[src/rtl/conv_core.sv]
// conv_core: full linear convolution z[n] = sum x[k]*y[n-k] over two
// synchronous-read input memories, writing one result word per output index.
module conv_core #(
  parameter int DATA_WIDTH     = 32,
  parameter int ADDR_WIDTH     = 5,
  parameter int ADDR_WIDTH_OUT = 6
) (
  input  logic                      clk,
  input  logic                      rst_a,
  input  logic                      start,
  // "config" is a reserved word in SystemVerilog, hence the suffix
  input  logic [DATA_WIDTH-1:0]     config_in,
  output logic [ADDR_WIDTH-1:0]     memX_addr,
  input  logic [DATA_WIDTH-1:0]     dataX,
  output logic [ADDR_WIDTH-1:0]     memY_addr,
  input  logic [DATA_WIDTH-1:0]     dataY,
  output logic [ADDR_WIDTH_OUT-1:0] memZ_addr,
  output logic [DATA_WIDTH-1:0]     dataZ,
  output logic                      writeZ,
  output logic                      busy_out,
  output logic                      done_out
);

  typedef enum logic [2:0] {IDLE, SETUP, READ, DRAIN, WRITE, DONE} state_t;

  state_t                      state_q, state_d;
  logic [5:0]                  size_x_q, size_x_d;
  logic [5:0]                  size_y_q, size_y_d;
  logic [5:0]                  n_q, n_d;
  logic [6:0]                  k_q, k_d;
  logic [6:0]                  kmax_q, kmax_d;
  logic [DATA_WIDTH-1:0]       acc_q, acc_d;
  logic                        pend_q, pend_d;
  logic [ADDR_WIDTH-1:0]       x_addr_q, x_addr_d;
  logic [ADDR_WIDTH-1:0]       y_addr_q, y_addr_d;
  logic [ADDR_WIDTH_OUT-1:0]   z_addr_q, z_addr_d;
  logic [DATA_WIDTH-1:0]       z_data_q, z_data_d;
  logic                        write_q, write_d;
  logic                        busy_q, busy_d;
  logic                        done_q, done_d;

  // Index arithmetic is done 7 bits wide so n+1 and sizeX+sizeY never wrap.
  logic [6:0] n_ext, sx_ext, sy_ext;
  logic [6:0] kmin, kmax, last_n, k_plus, y_first, y_next;
  logic [5:0] cfg_sx, cfg_sy;
  logic       cfg_valid;
  logic [DATA_WIDTH-1:0] prod;
  logic       unused_bits;

  assign n_ext   = {1'b0, n_q};
  assign sx_ext  = {1'b0, size_x_q};
  assign sy_ext  = {1'b0, size_y_q};
  assign kmin    = (n_ext + 7'd1 > sy_ext) ? (n_ext + 7'd1 - sy_ext) : 7'd0;
  assign kmax    = (n_ext < sx_ext - 7'd1) ? n_ext : (sx_ext - 7'd1);
  assign last_n  = sx_ext + sy_ext - 7'd2;
  assign k_plus  = k_q + 7'd1;
  assign y_first = n_ext - kmin;
  assign y_next  = n_ext - k_plus;

  assign cfg_sx    = config_in[5:0];
  assign cfg_sy    = config_in[11:6];
  assign cfg_valid = (cfg_sx != 6'd0) && (cfg_sx <= 6'd32) &&
                     (cfg_sy != 6'd0) && (cfg_sy <= 6'd32);

  // Low DATA_WIDTH bits of the unsigned product; the accumulator wraps.
  assign prod = dataX * dataY;

  assign unused_bits = ^{config_in[DATA_WIDTH-1:12], y_first[6:ADDR_WIDTH],
                         y_next[6:ADDR_WIDTH], kmin[6:ADDR_WIDTH],
                         k_plus[6:ADDR_WIDTH]};

  // Next-state and next-output logic; every output is registered with the state.
  always_comb begin
    state_d  = state_q;
    size_x_d = size_x_q;
    size_y_d = size_y_q;
    n_d      = n_q;
    k_d      = k_q;
    kmax_d   = kmax_q;
    acc_d    = acc_q;
    pend_d   = pend_q;
    x_addr_d = x_addr_q;
    y_addr_d = y_addr_q;
    z_addr_d = z_addr_q;
    z_data_d = z_data_q;
    write_d  = 1'b0;
    busy_d   = busy_q;
    done_d   = 1'b0;
    case (state_q)
      IDLE: begin
        if (start) begin
          size_x_d = cfg_sx;
          size_y_d = cfg_sy;
          if (cfg_valid) begin
            n_d     = 6'd0;
            busy_d  = 1'b1;
            state_d = SETUP;
          end else begin
            done_d  = 1'b1;
            state_d = DONE;
          end
        end
      end
      SETUP: begin
        k_d      = kmin;
        kmax_d   = kmax;
        acc_d    = '0;
        pend_d   = 1'b0;
        x_addr_d = kmin[ADDR_WIDTH-1:0];
        y_addr_d = y_first[ADDR_WIDTH-1:0];
        state_d  = READ;
      end
      READ: begin
        // Data for the address issued last cycle arrives now.
        pend_d = 1'b1;
        if (pend_q) acc_d = acc_q + prod;
        if (k_q == kmax_q) begin
          state_d = DRAIN;
        end else begin
          k_d      = k_plus;
          x_addr_d = k_plus[ADDR_WIDTH-1:0];
          y_addr_d = y_next[ADDR_WIDTH-1:0];
        end
      end
      DRAIN: begin
        pend_d   = 1'b0;
        z_addr_d = n_q;
        z_data_d = acc_q + prod;
        write_d  = 1'b1;
        state_d  = WRITE;
      end
      WRITE: begin
        if (n_ext == last_n) begin
          busy_d  = 1'b0;
          done_d  = 1'b1;
          state_d = DONE;
        end else begin
          n_d     = n_q + 6'd1;
          state_d = SETUP;
        end
      end
      DONE: begin
        state_d = IDLE;
      end
      default: begin
        busy_d  = 1'b0;
        state_d = IDLE;
      end
    endcase
  end

  // State and output registers with asynchronous clear.
  always_ff @(posedge clk or posedge rst_a) begin
    if (rst_a) begin
      state_q  <= IDLE;
      size_x_q <= '0;
      size_y_q <= '0;
      n_q      <= '0;
      k_q      <= '0;
      kmax_q   <= '0;
      acc_q    <= '0;
      pend_q   <= 1'b0;
      x_addr_q <= '0;
      y_addr_q <= '0;
      z_addr_q <= '0;
      z_data_q <= '0;
      write_q  <= 1'b0;
      busy_q   <= 1'b0;
      done_q   <= 1'b0;
    end else begin
      state_q  <= state_d;
      size_x_q <= size_x_d;
      size_y_q <= size_y_d;
      n_q      <= n_d;
      k_q      <= k_d;
      kmax_q   <= kmax_d;
      acc_q    <= acc_d;
      pend_q   <= pend_d;
      x_addr_q <= x_addr_d;
      y_addr_q <= y_addr_d;
      z_addr_q <= z_addr_d;
      z_data_q <= z_data_d;
      write_q  <= write_d;
      busy_q   <= busy_d;
      done_q   <= done_d;
    end
  end

  assign memX_addr = x_addr_q;
  assign memY_addr = y_addr_q;
  assign memZ_addr = z_addr_q;
  assign dataZ     = z_data_q;
  assign writeZ    = write_q;
  assign busy_out  = busy_q;
  assign done_out  = done_q;

endmodule

[config.mk]
export PLATFORM = sky130hd
export DESIGN_NAME = conv_core
export DESIGN_NICKNAME = d
export VERILOG_FILES = /design/src/rtl/conv_core.sv
export SDC_FILE = /design/constraint.sdc
export NUM_CORES = 2
export LEC_CHECK = 0
export CAP_MARGIN = 40
export CORE_MARGIN = 2
export CORE_UTILIZATION = 35
export DETAILED_ROUTE_END_ITERATION = 8
export PLACE_DENSITY = 0.53
export SLEW_MARGIN = 15
export SYNTH_ARGS = -nofsm -noshare
export SYNTH_HDL_FRONTEND = slang
export SYNTH_SLANG_ARGS = --single-unit
[constraint.sdc]
create_clock -name clk -period 17.5 [get_ports clk]
set_clock_uncertainty 0.2 [all_clocks]
set_input_delay 3.5 -clock clk [delete_from_list [all_inputs] [get_ports clk]]
set_output_delay 3.5 -clock clk [all_outputs]
set_load 0.01 [all_outputs]
Word-level counts from Yosys, hierarchy flattened
Index checks and enable logic that the tools add are counted.
Widths: inputs -> output; s select.
{"block": "word_totals", "register_bits": 119, "input_bits": 99, "elab_cells": 91}
{"block": "op_classes", "addsub": 10, "n_mul": 1, "order_cmp": 4, "n_eq_ne": 14, "n_mux": 29, "bitwise": 1, "reduce_logical": 17}
{"operator": "$pmux 32 s2", "count": 1}
{"operator": "$add 32x32->32", "count": 1}
{"operator": "$mul 32x32->32", "count": 1}
{"operator": "$mux 32", "count": 1}
{"operator": "$mux 7", "count": 3}
{"operator": "$pmux 5 s2", "count": 2}
{"operator": "$mux 6", "count": 3}
{"operator": "$pmux 3 s5", "count": 1}
{"operator": "$ne 2x2->1 const B", "count": 7}
{"operator": "$pmux 7 s2", "count": 1}
{"operator": "$le 6x6->1 const B", "count": 2}
{"operator": "$mux 3", "count": 4}
{"operator": "$pmux 6 s2", "count": 1}
{"operator": "$reduce_bool 6->1", "count": 2}
{"operator": "$mux 5", "count": 2}
{"operator": "$sub 5x5->5", "count": 2}
{"operator": "$reduce_and 2->1", "count": 4}
{"operator": "$reduce_and 4->1", "count": 2}
{"operator": "$add 6x1->7 const B", "count": 1}
{"operator": "$add 6x6->7", "count": 1}
{"operator": "$add 7x1->7 const B", "count": 1}
{"operator": "$eq 6x7->1", "count": 1}
{"operator": "$eq 7x7->1", "count": 1}
{"operator": "$gt 7x6->1", "count": 1}
{"operator": "17 further kinds", "count": 30}

Longest topological paths before layout
{"block": "logic_depth", "depth_word": 7, "depth_mapped": 29, "mapped_depth_nobuf": 27}

Worst setup path after synthesis
OpenSTA, ideal clock, no wires.
{"block": "synth_path", "path_kind": "input to register", "startpoint": "in dataY[3]", "endpoint": "reg z_data_q[30] (netlist: dataZ[30])", "setup_time_ns": 0.069, "t_arrival_ns": 10.269, "required_time_ns": 17.231, "path_slack_ns": 6.962, "path_stages": 26, "cell_sequence": "clkbuf_1 > clkbuf_1 > and2_1 > fa_1 > fa_1 > fa_1 > inv_1 > fa_1 > inv_1 > fa_1 > inv_1 > fa_1 > inv_1 > fa_1 > inv_1 > fa_1 > inv_1 > ha_1 > a211o_1 > a21oi_1 > o21ai_1 > a41o_1 > a21bo_2 > a41o_1 > or4_1 > nand3_1"}
{"block": "synth_between", "elab_chain_cells": 2}
{"element": "from (decl)", "line": "16", "text": "input logic [DATA_WIDTH-1:0] dataY,"}
{"element": "$mul 32x32->32", "line": "66", "text": "assign prod = dataX * dataY;"}
{"element": "$add 32x32->32", "line": "128", "text": "z_data_d = acc_q + prod;"}
{"element": "to (signal assigned)", "line": "182", "text": "z_data_q <= z_data_d;"}
{"element": "to (decl)", "line": "37", "text": "logic [DATA_WIDTH-1:0] z_data_q, z_data_d;"}
Every way passes these cells.
A chain may end at the register's enable or synchronous reset.

Final worst setup path
{"block": "layout_path", "startpoint": "in dataX[14]", "endpoint": "reg z_data_q[30] (netlist: dataZ[30])"}
{"block": "layout_between", "elab_chain_cells": 2}
{"element": "from (decl)", "line": "14", "text": "input logic [DATA_WIDTH-1:0] dataX,"}
{"element": "$mul 32x32->32", "line": "66"}
{"element": "$add 32x32->32", "line": "128"}
Every way passes these cells.

==> run_summary.xml <==
<?xml version="1.0" encoding="UTF-8"?>
<metrics>
  <group name="yosys">
    <metric name="synth-main-ff-cell" unit="">sky130_fd_sc_hd__dfrtp_1</metric>
    <metric name="synth_xor_xnor_area_share" unit="%">4.71</metric>
    <metric name="synth.area.top_cells" unit="">sky130_fd_sc_hd__fa_1 (39%), sky130_fd_sc_hd__dfrtp_1 (13%), sky130_fd_sc_hd__and2_1 (10%)</metric>
    <metric name="postSynthNetCount" unit="">3146</metric>
    <metric name="synth_area_leader_cell" unit="">sky130_fd_sc_hd__fa_1</metric>
    <metric name="synth.avg_cell_area" unit="um^2">9.17</metric>
    <metric name="seq_area_frac_synth" unit="%">12.7</metric>
    <metric name="synthSimpleGateAreaFrac" unit="%">17.3</metric>
    <metric name="yosysUniqueCellTypes" unit="">55</metric>
    <metric name="netlist.area_leader.share" unit="%">39.3</metric>
    <metric name="synth.ff_latch_count" unit="">114</metric>
    <metric name="yosys_warnings" unit="">0</metric>
    <metric name="fraction_of_registers_with_async_set_or_reset_after_synthesis" unit="%">100</metric>
    <metric name="synth.area.mux_share" unit="%">1.14</metric>
    <metric name="synth_edf_count" unit="">0</metric>
    <metric name="combinational_family_with_the_most_area_after_synthesis" unit="">adder cells</metric>
    <metric name="synth_adder_area_share" unit="%">47.8</metric>
    <metric name="synth-compound-area-share" unit="%">5.47</metric>
    <metric name="synth.cell_area" unit="um^2">22500</metric>
    <metric name="syn_inst" unit="">2453</metric>
  </group>
  <group name="global_routing">
    <metric name="pin_count_of_the_biggest_net_entering_global_routing" unit="">64</metric>
    <metric name="global_route.usage.met2" unit="%">31.3</metric>
    <metric name="first_pass_grt_wire_length" unit="um">100000</metric>
    <metric name="grt_most_used_layer" unit="">met2</metric>
    <metric name="global_route.usage.met1" unit="%">27.3</metric>
    <metric name="all_layer_global_routing_usage" unit="%">19.3</metric>
    <metric name="grt_antenna_before_repair" unit="">3</metric>
    <metric name="grt_pass1_vias" unit="">17900</metric>
    <metric name="overflow" unit="">0</metric>
    <metric name="m3_gr_usage" unit="%">3.22</metric>
  </group>
  <group name="cells_and_area">
    <metric name="final_common_cell" unit="">sky130_fd_sc_hd__inv_1</metric>
    <metric name="nNetsFinal" unit="">3210</metric>
    <metric name="area_growth" unit="%">12.8</metric>
    <metric name="layout_cell_share_with_drive_strength_beyond_1" unit="%">3.40</metric>
    <metric name="num_antenna_cells" unit="">0</metric>
    <metric name="postLayoutCoreUtil" unit="%">40.1</metric>
    <metric name="layout_common_cells" unit="">sky130_fd_sc_hd__inv_1 (534), sky130_fd_sc_hd__fa_1 (441), sky130_fd_sc_hd__and2_1 (365), sky130_fd_sc_hd__nand2_1 (250), sky130_fd_sc_hd__ha_1 (153)</metric>
    <metric name="post_layout_nonfiller_instances" unit="">3376</metric>
  </group>
  <group name="critical_path">
    <metric name="worstPathArrival" unit="ns">11.45</metric>
    <metric name="setup.worst_path.class" unit="">in2reg</metric>
    <metric name="critical_path_required" unit="ns">17.65</metric>
    <metric name="critical_path_peak_fanout" unit="">18</metric>
    <metric name="start_kind" unit="">primary input</metric>
    <metric name="kind_of_end_point_of_the_critical_path" unit="">register</metric>
  </group>
  <group name="floorplan">
    <metric name="die_width" unit="um">258</metric>
    <metric name="die_h" unit="um">258</metric>
    <metric name="starting_density_of_the_core" unit="%">35.5</metric>
    <metric name="die_area" unit="um^2">66300</metric>
    <metric name="floorplan.core_area" unit="um^2">63300</metric>
    <metric name="total_i_o_pin_count" unit="">150</metric>
    <metric name="placement_rows" unit="">92</metric>
  </group>
  <group name="clock_network">
    <metric name="maximum_clock_path_buffer_count" unit="">2</metric>
    <metric name="cts.sinks" unit="">114</metric>
    <metric name="cts_hold_repair.buffers" unit="">0</metric>
    <metric name="ctsRootBufferMaster" unit="">sky130_fd_sc_hd__clkbuf_16</metric>
    <metric name="cts_tree" unit="">done</metric>
    <metric name="post_cts.repair.setup_buffers" unit="">0</metric>
    <metric name="worstSkewPairLatency" unit="ns">0.43</metric>
    <metric name="htreeDepth" unit="">4</metric>
    <metric name="cts-resized-gates" unit="">0</metric>
    <metric name="clk_pin_slew_worst_paths" unit="ns">0.06</metric>
    <metric name="cts_made_buffers" unit="">17</metric>
  </group>
  <group name="sta">
    <metric name="drv_slew" unit="">0</metric>
    <metric name="grt_setup_unrepaired" unit="">no</metric>
    <metric name="final.min_clock_period" unit="ns">11.30</metric>
    <metric name="setup_violations" unit="">0</metric>
    <metric name="fmax" unit="GHz">0.0885</metric>
    <metric name="period_share" unit="%">64.6</metric>
    <metric name="setup_tns" unit="ns">0</metric>
    <metric name="timing.slew.headroom" unit="%">44.7</metric>
    <metric name="hold_viol" unit="">0</metric>
    <metric name="worstMarginPinSlew" unit="ns">0.826</metric>
  </group>
  <group name="detailed_routing">
    <metric name="final_antenna_net_count" unit="">0</metric>
    <metric name="detail_route.wirelength" unit="um">61200</metric>
    <metric name="count_of_vias_placed_by_the_detailed_router" unit="">16100</metric>
    <metric name="detailedRoute.firstPassIterationCount" unit="">5</metric>
    <metric name="vias_per_cell" unit="">4.77</metric>
    <metric name="route.detailed.wl_per_inst" unit="um">18.1</metric>
    <metric name="detail_route.drc_violations" unit="">0</metric>
    <metric name="first_drt_iteration_drcs" unit="">751</metric>
  </group>
  <group name="place">
    <metric name="portBuffers" unit="">129</metric>
    <metric name="gp_congestion" unit="">0.869</metric>
    <metric name="post-place-cells" unit="">3344</metric>
    <metric name="hpwl" unit="um">49900</metric>
  </group>
  <group name="run_status">
    <metric name="run_status" unit="">completed</metric>
  </group>
  <group name="run">
    <metric name="max-cap-violations" unit="">0</metric>
  </group>
  <group name="worst_hold_path">
    <metric name="hold_path_class" unit="">reg2reg</metric>
  </group>
</metrics>
per-layer routing:
metal  vias to the layer above  wire, um
met5                         -        49
met4                         6      1060
met3                        77      3210
met2                       372     28300
met1                      8258     28600
li1                       7406         -
cell usage after synthesis, drive strengths merged (6+ instances only):
library cell / n
fa: 441
dfrtp: 114
xor2: 31
nor2: 30
o21a: 6
inv: 535
and2: 365
xnor2: 90
clkbuf: 110
nand3: 50
nor2b: 6
ha: 153
a21oi: 42
buf: 8
nand2: 252
a21o: 14
and3: 7
mux2: 13
nand2b: 8
o21ai: 94
mux2i: 11
area by class of cell:
| cell class | count | area, um^2 |
|---|---|---|
| flip-flops and latches | 114 | 2850 |
| clock inverters | 13 | 199 |
| repair buffers | 163 | 1630 |
| well taps | 846 | 1060 |
| inverters | 535 | 2010 |
| clock buffers | 19 | 453 |
| multi-input cells | 1686 | 17200 |
| fillers | 6373 | 37900 |
state kept, by name, summed over array words and instances, names as in the netlist, 3 cells and up:
register and flops:
state_q 3, n_q 6, k_q 7, dataZ 32, memY_addr 5, size_x_q 6
kmax_q 7, size_y_q 6, memZ_addr 6, acc_q 32
critical path, cell delays in order:
cell                              delay [ns]
sky130_fd_sc_hd__clkdlybuf4s50_1        0.84
sky130_fd_sc_hd__and2_1                 0.40
sky130_fd_sc_hd__fa_1                   0.51
sky130_fd_sc_hd__fa_1                   0.44
sky130_fd_sc_hd__fa_1                   0.51
sky130_fd_sc_hd__inv_1                  0.08
sky130_fd_sc_hd__fa_1                   0.54
sky130_fd_sc_hd__inv_1                  0.07
sky130_fd_sc_hd__fa_1                   0.51
sky130_fd_sc_hd__inv_1                  0.06
sky130_fd_sc_hd__fa_1                   0.54
sky130_fd_sc_hd__inv_1                  0.05
sky130_fd_sc_hd__fa_1                   0.48
sky130_fd_sc_hd__inv_1                  0.06
sky130_fd_sc_hd__fa_1                   0.49
sky130_fd_sc_hd__inv_1                  0.05
sky130_fd_sc_hd__ha_1                   0.35
sky130_fd_sc_hd__a211o_1                0.28
sky130_fd_sc_hd__a21oi_1                0.14
sky130_fd_sc_hd__o21ai_1                0.09
sky130_fd_sc_hd__a41o_1                 0.25
sky130_fd_sc_hd__a21bo_2                0.25
sky130_fd_sc_hd__a41o_1                 0.32
sky130_fd_sc_hd__or4_1                  0.52
sky130_fd_sc_hd__nand3_1                0.11
per-stage QoR:
stage	hold WS [ns]	setup WS [ns]	instance area, um^2
after floorplan	0.267	6.96	22500
after global placement	0.268	5.67	24600
after detailed placement	0.274	5.85	24700
after CTS	0.287	6.23	25400
after global routing	0.314	5.94	25400
final	0.278	6.20	25400
path summary, 6_finish.rpt:
kind	start	endpoint	slack (ns)	depth (start not counted)
max	dataX[14]	dataZ[30]$_DFFE_PP0P_	6.20	25
min	dataZ[16]$_DFFE_PP0P_	dataZ[16]$_DFFE_PP0P_	0.28	2
max reg2reg	acc_q[18]$_DFFE_PP0P_	dataZ[30]$_DFFE_PP0P_	10.05	23
min reg2reg	dataZ[16]$_DFFE_PP0P_	dataZ[16]$_DFFE_PP0P_	0.28	2
max in group asynchronous	rst_a	acc_q[31]$_DFFE_PP0P_	12.72	4
min in group asynchronous	rst_a	dataZ[12]$_DFFE_PP0P_	3.32	2
logic make-up after synthesis:
logic type / after synthesis
AOI/OAI and AO/OA: 205
xor gates and xnor gates: 121
adders and majority gates: 594
buffers and inverters: 653
DFF: 114
muxes: 24
and+or+nand+nor: 742
Power is left out: the tool's default activity adds up to more than one toggle a clock period on the data nets, which glitch-free logic cannot reach.
